### config.mk
export PLATFORM = sky130hd
export DESIGN_NAME = ifetch_unit
export DESIGN_NICKNAME = d
export VERILOG_FILES = /design/src/rtl/ifetch_unit_pkg.sv /design/src/rtl/ifetch_unit_queue.sv /design/src/rtl/ifetch_unit.sv
export SDC_FILE = /design/constraint.sdc
export NUM_CORES = 1
export LEC_CHECK = 0
export CORE_MARGIN = 2
export CORE_UTILIZATION = 30
export DETAILED_ROUTE_END_ITERATION = 6
export SYNTH_ARGS = -nofsm -noshare
export SYNTH_HDL_FRONTEND = slang
export SYNTH_SLANG_ARGS = --single-unit
### constraint.sdc
create_clock -name clk -period 6.8 [get_ports clk]
set_input_delay 2.04 -clock clk [delete_from_list [all_inputs] [get_ports clk]]
set_output_delay 2.04 -clock clk [all_outputs]
set_load 0.01 [all_outputs]
### src/rtl/ifetch_unit_pkg.sv
// Shared word width, reset PC, instruction size and fetch FSM state type for the
// ifetch_unit slice.
package ifetch_unit_pkg;

    localparam int unsigned           WORD_WIDTH  = 32;
    localparam logic [WORD_WIDTH-1:0] IF_RESET_PC = 32'h0000_0000;
    localparam int unsigned           INST_BYTES  = 4;

    typedef enum logic [1:0] {
        IF_ST_IDLE  = 2'd0,
        IF_ST_REQ   = 2'd1,
        IF_ST_FLUSH = 2'd2
    } if_state_e;

endpackage

### src/rtl/ifetch_unit_queue.sv
// Prefetch FIFO of {inst, pc} pairs; flush has priority over push, and the head
// reads as zero whenever the queue is empty.
module ifetch_queue
    import ifetch_unit_pkg::*;
#(
    parameter int unsigned W     = WORD_WIDTH,
    parameter int unsigned DEPTH = 2
) (
    input  logic                   clk,
    input  logic                   rst,
    input  logic                   push,
    input  logic                   pop,
    input  logic                   flush,
    input  logic [W-1:0]           push_inst,
    input  logic [W-1:0]           push_pc,
    output logic                   head_valid,
    output logic [W-1:0]           head_inst,
    output logic [W-1:0]           head_pc,
    output logic [$clog2(DEPTH):0] count
);

    localparam int unsigned AW = $clog2(DEPTH);
    localparam int unsigned CW = AW + 1;

    logic [AW-1:0] rd_q, rd_d, wr_q, wr_d;
    logic [CW-1:0] cnt_q, cnt_d;
    logic [W-1:0]  inst_mem [DEPTH];
    logic [W-1:0]  pc_mem   [DEPTH];
    logic          do_push, do_pop;

    always_comb begin
        do_pop  = pop && (cnt_q != '0) && !flush;
        do_push = push && !flush && ((cnt_q != CW'(DEPTH)) || do_pop);
        rd_d    = rd_q;
        wr_d    = wr_q;
        cnt_d   = cnt_q;
        if (flush) begin
            rd_d  = '0;
            wr_d  = '0;
            cnt_d = '0;
        end else begin
            if (do_pop)  rd_d = rd_q + 1'b1;
            if (do_push) wr_d = wr_q + 1'b1;
            cnt_d = cnt_q + CW'(do_push) - CW'(do_pop);
        end
    end

    always_ff @(posedge clk or negedge rst) begin
        if (!rst) begin
            rd_q  <= '0;
            wr_q  <= '0;
            cnt_q <= '0;
        end else begin
            rd_q  <= rd_d;
            wr_q  <= wr_d;
            cnt_q <= cnt_d;
        end
    end

    always_ff @(posedge clk) begin
        if (do_push) begin
            inst_mem[wr_q] <= push_inst;
            pc_mem[wr_q]   <= push_pc;
        end
    end

    assign head_valid = (cnt_q != '0);
    assign head_inst  = head_valid ? inst_mem[rd_q] : '0;
    assign head_pc    = head_valid ? pc_mem[rd_q]   : '0;
    assign count      = cnt_q;

endmodule

### src/rtl/ifetch_unit.sv
// Fetch stage: fetch PC, single-outstanding imem req/ack FSM, redirect target latch.
// IFETCH_ALIGN_CHECK_EN enables the sticky misaligned-redirect flag (fetch_err).
module ifetch_unit
    import ifetch_unit_pkg::*;
#(
    parameter int unsigned  W        = WORD_WIDTH,
    parameter int unsigned  DEPTH    = 2,
    parameter logic [W-1:0] RESET_PC = IF_RESET_PC
) (
    input  logic         clk,
    input  logic         rst,
    input  logic         redirect_en,
    input  logic [W-1:0] redirect_pc,
    input  logic         stall,
    output logic         imem_req,
    output logic [W-1:0] imem_addr,
    input  logic         imem_ack,
    input  logic [W-1:0] imem_rdata,
    output logic         inst_valid,
    output logic [W-1:0] inst,
    output logic [W-1:0] inst_pc,
    output logic         fetch_err
);

    localparam int unsigned CW = $clog2(DEPTH) + 1;

    if_state_e     state_q, state_d;
    logic [W-1:0]  fetch_pc_q, fetch_pc_d;
    logic [W-1:0]  targ_q, targ_d;
    logic [W-1:0]  redir_tgt;
    logic          err_q, err_d;
    logic          misalign;
    logic          push, pop;
    logic [CW-1:0] q_count, cnt_pop;

`ifdef IFETCH_ALIGN_CHECK_EN
    assign redir_tgt = redirect_pc;
    assign misalign  = redirect_en && (redirect_pc[1:0] != 2'b00);
`else
    assign redir_tgt = redirect_pc & ~W'(INST_BYTES - 1);
    assign misalign  = 1'b0;
`endif

    assign pop = inst_valid && !stall;

    // Space checks use the post-pop occupancy so a full queue being drained can issue.
    always_comb begin
        state_d    = state_q;
        fetch_pc_d = fetch_pc_q;
        targ_d     = targ_q;
        err_d      = err_q | misalign;
        push       = 1'b0;
        cnt_pop    = q_count - CW'(pop);
        unique case (state_q)
            IF_ST_IDLE: begin
                if (redirect_en) fetch_pc_d = redir_tgt;
                if (!err_d && (redirect_en || (cnt_pop < CW'(DEPTH)))) state_d = IF_ST_REQ;
            end
            IF_ST_REQ: begin
                if (imem_ack) begin
                    if (redirect_en) begin
                        fetch_pc_d = redir_tgt;
                        state_d    = err_d ? IF_ST_IDLE : IF_ST_REQ;
                    end else begin
                        push       = 1'b1;
                        fetch_pc_d = fetch_pc_q + W'(INST_BYTES);
                        state_d    = ((cnt_pop + CW'(1)) < CW'(DEPTH)) ? IF_ST_REQ : IF_ST_IDLE;
                    end
                end else if (redirect_en) begin
                    targ_d  = redir_tgt;
                    state_d = IF_ST_FLUSH;
                end
            end
            IF_ST_FLUSH: begin
                if (redirect_en) targ_d = redir_tgt;
                if (imem_ack) begin
                    fetch_pc_d = redirect_en ? redir_tgt : targ_q;
                    state_d    = err_d ? IF_ST_IDLE : IF_ST_REQ;
                end
            end
            default: state_d = IF_ST_IDLE;
        endcase
    end

    always_ff @(posedge clk or negedge rst) begin
        if (!rst) begin
            state_q    <= IF_ST_IDLE;
            fetch_pc_q <= RESET_PC;
            targ_q     <= RESET_PC;
            err_q      <= 1'b0;
        end else begin
            state_q    <= state_d;
            fetch_pc_q <= fetch_pc_d;
            targ_q     <= targ_d;
            err_q      <= err_d;
        end
    end

    ifetch_queue #(
        .W     (W),
        .DEPTH (DEPTH)
    ) u_queue (
        .clk        (clk),
        .rst        (rst),
        .push       (push),
        .pop        (pop),
        .flush      (redirect_en),
        .push_inst  (imem_rdata),
        .push_pc    (fetch_pc_q),
        .head_valid (inst_valid),
        .head_inst  (inst),
        .head_pc    (inst_pc),
        .count      (q_count)
    );

    assign imem_req  = (state_q != IF_ST_IDLE);
    assign imem_addr = fetch_pc_q;
    assign fetch_err = err_q;

endmodule

==> results.yml, run 1 <==
clock_tree:
  cts.sinks: 198
  insertion_delay_ns: 0.44
  ctsLongestPathBuffers: 2
  cts_hold_buffers: 0
  post_cts_resized: 0
  clk_pin_slew_ns: 0.08
  cts_buffers: 17
  root_buffer: "clkbuf_16"
  h-tree-depth: 4
  cts_tree: "done"
  cts_setup_buffers: 0
synth:
  netlist_area_sq_mm: 0.00928
  avgSynthCellArea_sq_um: 12.1
  yosys_warnings: 0
  synth.distinct_cells: 67
  ys.flop_type: "edfxtp_1"
  synth_edf_count: 128
  syn_inst: 765
  synth_area_leaders: "edfxtp_1 41%, dfrtp_1 19%, mux2i_1 7.1%"
  synth_fp_nets: 842
  ys_async_sr_fraction: 0.354
  yosysTopAreaCell: "edfxtp_1"
  ys_ff_latch: 198
  synth_top_area_frac: 0.414
  yosysSeqAreaShare: 0.603
power_and_ir_drop:
  power_density_mw_per_mm2: 423
  p_total_mw: 5.07
  p_leak_nw: 4.15
  vdd_drop_max_v: 0.000212
final_layout:
  final_common_cell: "clkdlybuf4s50_1"
  fillers: 2924
  final_util: 0.393
  syn_to_final_growth_pct: 29.1
  drive_above_1_share: 0.113
  nets: 990
  mostFrequentLayoutCells: "162 x clkdlybuf4s50_1, 128 x edfxtp_1, 98 x nor2_1"
min_path:
  min_path_type: "reg -> reg"
  hold_depth: 1
  min_from: "targ_q[1]"
  min_to: "targ_q[1]"
placement:
  post-place-ws_ns: 1.85
  place_congestion: 0.810
  io_buffer_count: 164
  post-dp-hpwl_microns: 16200
setup_path:
  cp-end-kind: "output port"
  cp_slowest_cell: "nor2_4"
  cp_max_fo: 42
  arrival_ns: 2.79
  crit_type: "reg -> out"
  r2r_cells: 7
  crit_required_ns: 4.76
  rr_endpoint: "u_queue.pc_mem[0][28]"
  crit_path_cell_trace: "nor2_4, buf_4, nor2_1, clkdlybuf4s50_1"
  timing.rr.start: "state_q[1]"
  slowest_delay_ns: 0.87
  r2r_setup_slack_ns: 3.65
  startpoint_type: "register"
global_route:
  grt_pass1_wl_microns: 37600
  grt-ovfl-total: 0
  grt_pass1_vias: 6402
  grt_usage: 0.148
  antenna_found_initial: 2
  grt_max_degree: 71
drt:
  vias: 6699
  drc: 0
  drtIter0Drc: 512
  via_per_inst: 5.06
  wl_microns: 24100
  drtAntennaViolNets: 0
  first_pass_iters: 5
  wire_per_inst_microns: 18.2
timing:
  hold_ws_ns: 0.502
  rsz0062_at_grt: "false"
  setup_viol: 0
  finalClockSkew_ns: 0.0184
  final.period_utilization: 0.711
  final-hold-violation-count: 0
  fin_crit_ns: 4.83
  relSlewSlack: 0.272
  fin_tns_setup_ns: 0
  drv_slew: 0
  clock.fmax_ghz: 0.207
  worst_pin_slew_ns: 1.09
  setup_ws_ns: 1.97
floorplanning:
  fp-row-count: 64
  die_area_sq_mm: 0.0324
  coreArea_sq_mm: 0.0305
  die_h_microns: 180
  io_pins: 168
  start_util: 0.304
  die_w_microns: 180
run_status:
  status: "complete, no violations"
job:
  maxCapViolCount: 0
Yosys cell counts, types with 4 or more instances:
master,count
ha_1,8
mux2_2,43
xnor2_1,12
a221oi_1,7
buf_1,9
inv_1,15
o21a_1,4
nor4_1,7
and3_1,6
mux2i_1,66
nand3_1,11
dfrtp_1,70
a31oi_1,11
a21oi_1,20
nor2b_1,8
nor2_1,99
a22oi_1,8
nand2_1,38
o2bb2ai_1,6
nor3_1,10
buf_2,7
or3_1,8
nand4_1,5
o21ai_0,52
a311oi_1,4
clkbuf_1,32
o31a_1,5
a22o_1,5
edfxtp_1,128
a21o_1,6
report_power, final:
part           switching, mW  internal [mW]
registers              0.314           1.61
clock network          0.486          0.561
logic                   1.11          0.991
worst max-delay path by stage:
| stage | to | start | cells after the start | slack [ns] |
|---|---|---|---|---|
| after floorplan | u_queue.inst_mem[0][0] | redirect_en | 5 | 0.38 |
| after global placement | u_queue.pc_mem[0][27] | imem_ack | 5 | 1.91 |
| after detailed placement | u_queue.pc_mem[0][27] | imem_ack | 5 | 1.85 |
| after CTS | inst_pc[17] | u_queue.count[1] | 4 | 1.87 |
| after global routing | inst[15] | u_queue.count[1] | 4 | 1.74 |
| final | inst[13] | u_queue.count[1] | 4 | 1.97 |
sequential cells by signal (all words and copies together), names as in the netlist:
signal / count
targ_q: 32
imem_addr: 32
u_queue.wr_q: 1
state_q: 2
u_queue.inst_mem: 64
u_queue.pc_mem: 64
u_queue.count: 2
u_queue.rd_q: 1
per-stage QoR:
stage,std cells,area (sq um)
after floorplan,765,9280
after global placement,1290,11400
after detailed placement,1290,11400
after CTS,1322,12000
after global routing,1322,12000
final,1324,12000
per-layer routing:
| metal | wire length, microns | GRT usage | vias to the layer above | part of all wire |
|---|---|---|---|---|
| met5 | 0 | 0 | - | 0 |
| met4 | 359 | 0.0433 | 0 | 0.015 |
| met3 | 1310 | 0.0316 | 23 | 0.054 |
| met2 | 11500 | 0.242 | 215 | 0.48 |
| met1 | 10900 | 0.196 | 3317 | 0.45 |
| li1 | - | - | 3144 | - |
layout make-up:
class                      instances  area (sq um)  share of cell area
sequential                       198          5600               0.467
multi-input combinational        501          3450               0.288
timing repair buffer             178          1760               0.147
tap                              396           495              0.0414
clock buffer                      18           429              0.0358
clock inverter                    14           176              0.0147
inverter                          17          63.8             0.00533
antenna                            2          5.00            0.000418
critical path, delay by kind of cell, from the launching register on:
kind,cells,cell delay (ns)
flops,1,0.46
simple gates,2,0.98
buf+inv,2,0.92
cell families (layout without fill, tap and decap cells):
group                    after synthesis  count (layout)  share of synthesized area
multiplexers                         109             109                      0.123
other                                  1               3                   0.000404
buffers and inverters                 66             227                     0.0280
adder cells (fa/ha/maj)                8               8                     0.0108
flip-flops                           198             198                      0.603
AND/OR/NAND/NOR                      206             206                      0.103
AO/OA/AOI/OAI                        163             163                      0.118
XOR/XNOR                              14              14                     0.0132
(Power assumes the default switching activity.)
==> run 2, diff against run 1 <==
clock period = 4.25 ns   (was 6.8 ns; I/O delays follow)
==> run 2 against run 1 <==
- sequential power rose by 58%
- design area increased by 1.8%
- via count grew 0.67%
- count of clock-buffer cells in the layout is 1 lower
==> results.yml, run 2 (same netlist as run 1, synthesis figures left out) <==
clock_tree:
  ctsLongestPathBuffers: 2
  cts_hold_buffers: 0
  clk_pin_slew_ns: 0.08
  insertion_delay_ns: 0.45
  cts.sinks: 198
  cts_buffers: 17
  cts_setup_buffers: 0
  cts_tree: "done"
  h-tree-depth: 4
  post_cts_resized: 0
  root_buffer: "clkbuf_16"
global_route:
  grt-ovfl-total: 0
  grt_usage: 0.150
  grt_pass1_vias: 6608
  grt_max_degree: 46
  antenna_found_initial: 1
  grt_pass1_wl_microns: 38100
setup_path:
  cpLargestDelayFamily: "buffers and inverters"
  crit_type: "reg -> out"
  arrival_ns: 2.37
  startpoint_type: "register"
  cp_max_fo: 26
  critical_path_buf_inv_count: 2
  cp_slowest_cell: "dfrtp_4"
  crit_path_cell_trace: "buf_4, mux2i_1, nor2_1, clkdlybuf4s50_1"
  crit_required_ns: 2.97
  slowest_delay_ns: 0.78
  cp-end-kind: "output port"
timing:
  final.period_utilization: 0.857
  worst_pin_slew_ns: 0.830
  rsz0062_at_grt: "false"
  fin_tns_setup_ns: 0
  final-hold-violation-count: 0
  drv_slew: 0
  fin_crit_ns: 3.64
  setup_viol: 0
  finalClockSkew_ns: 0.0197
  relSlewSlack: 0.447
  clock.fmax_ghz: 0.275
final_layout:
  fillers: 2883
  syn_to_final_growth_pct: 31.4
  nets: 1011
  design_area_sq_mm: 0.0122
  mostFrequentLayoutCells: "162 x clkdlybuf4s50_1, 128 x edfxtp_1, 98 x nor2_1"
  final_util: 0.400
  reg_top3: "u_queue.inst_mem x64, u_queue.pc_mem x64"
  drive_above_1_share: 0.134
  final_common_cell: "clkdlybuf4s50_1"
  layoutNonFillerInstCount: 1344
drt:
  first_pass_iters: 5
  drtAntennaViolNets: 0
  drtIter0Drc: 473
  wl_microns: 24400
  drc: 0
  via_per_inst: 5.02
  vias: 6744
  wire_per_inst_microns: 18.2
min_path:
  min_path_type: "reg -> reg"
placement:
  io_buffer_count: 164
  place_congestion: 0.849
  dp_cells: 1311
  dpl_cell_area_sq_mm: 0.0116
  post-dp-hpwl_microns: 17100
job:
  maxCapViolCount: 0
power_and_ir_drop:
  p_total_mw: 8.25
  power_density_mw_per_mm2: 677
  vdd_drop_max_v: 0.000307
  p_leak_nw: 4.27
floorplanning:
  die_area_sq_mm: 0.0324
  fp-row-count: 64
  die_w_microns: 180
  io_pins: 168
  die_h_microns: 180
  start_util: 0.304
  coreArea_sq_mm: 0.0305
run_status:
  status: "complete, no violations"
run 2: changes by cell type in the layout (fill, tap and decap cells not counted):
| cell | previous run | this run |
|---|---|---|
| buf_12 | 2 | 5 |
| inv_8 | 3 | 5 |
| clkinv_8 | 1 | 2 |
| clkbuf_1 | 1 | 0 |
| buf_4 | 12 | 30 |
| clkinv_2 | 1 | 0 |
| diode_2 | 2 | 1 |
| clkinvlp_4 | 0 | 1 |
| clkinv_4 | 1 | 2 |
| and2_2 | 1 | 0 |
| inv_6 | 6 | 3 |
| and2_4 | 0 | 1 |
run 2: worst register-to-register path, cell delays in order (launching register included):
cell and delay [ns]:
dfrtp_1 0.42, inv_1 0.10, ha_1 0.70, nor2_1 0.19, o211ai_1 0.49, buf_4 0.32
or3_1 0.13, o21ai_0 0.07, a31oi_1 0.17
run 2: layout make-up:
type	count	area [sq um]	area share
diodes	1	2.50	0.000205
multi-input cells	501	3450	0.283
clock buffers	17	425	0.0349
well taps	396	495	0.0406
repair buffers	199	1960	0.161
inverters	17	63.8	0.00523
clock inverters	15	200	0.0164
flip-flops and latches	198	5600	0.459
run 2: power by group:
part	internal (mW)	total, mW	switching, mW
clock	0.905	1.70	0.796
combinational	1.69	3.51	1.81
sequential	2.57	3.04	0.473
total	5.17	8.25	3.08
run 2: stage by stage:
step                      hold WS (ns)  worst slack, ns
after floorplan                  0.456            0.491
after global placement           0.475            0.920
after detailed placement         0.483            0.943
after CTS                        0.506            0.528
after global routing             0.516            0.442
final                            0.502            0.608
run 2: worst paths after layout:
path / startpoint / to / slack (ns) / depth (start not counted)
min in group asynchronous: rst / targ_q[25] / 0.81 / 1
hold / removal: targ_q[6] / targ_q[6] / 0.50 / 1
hold reg to reg: targ_q[6] / targ_q[6] / 0.50 / 1
max in group asynchronous: rst / u_queue.rd_q / 2.62 / 2
setup / recovery: u_queue.rd_q / inst[31] / 0.61 / 4
setup reg to reg: state_q[0] / imem_addr[10] / 1.58 / 8
run 2: routing by layer:
| metal | GRT usage | vias to the layer above | wire [microns] | part of all wire |
|---|---|---|---|---|
| li1 | - | 3197 | - | - |
| met1 | 0.198 | 3320 | 10900 | 0.45 |
| met2 | 0.250 | 203 | 11900 | 0.49 |
| met3 | 0.0282 | 24 | 1190 | 0.049 |
| met4 | 0.0465 | 0 | 443 | 0.018 |
| met5 | 0 | - | 0 | 0 |
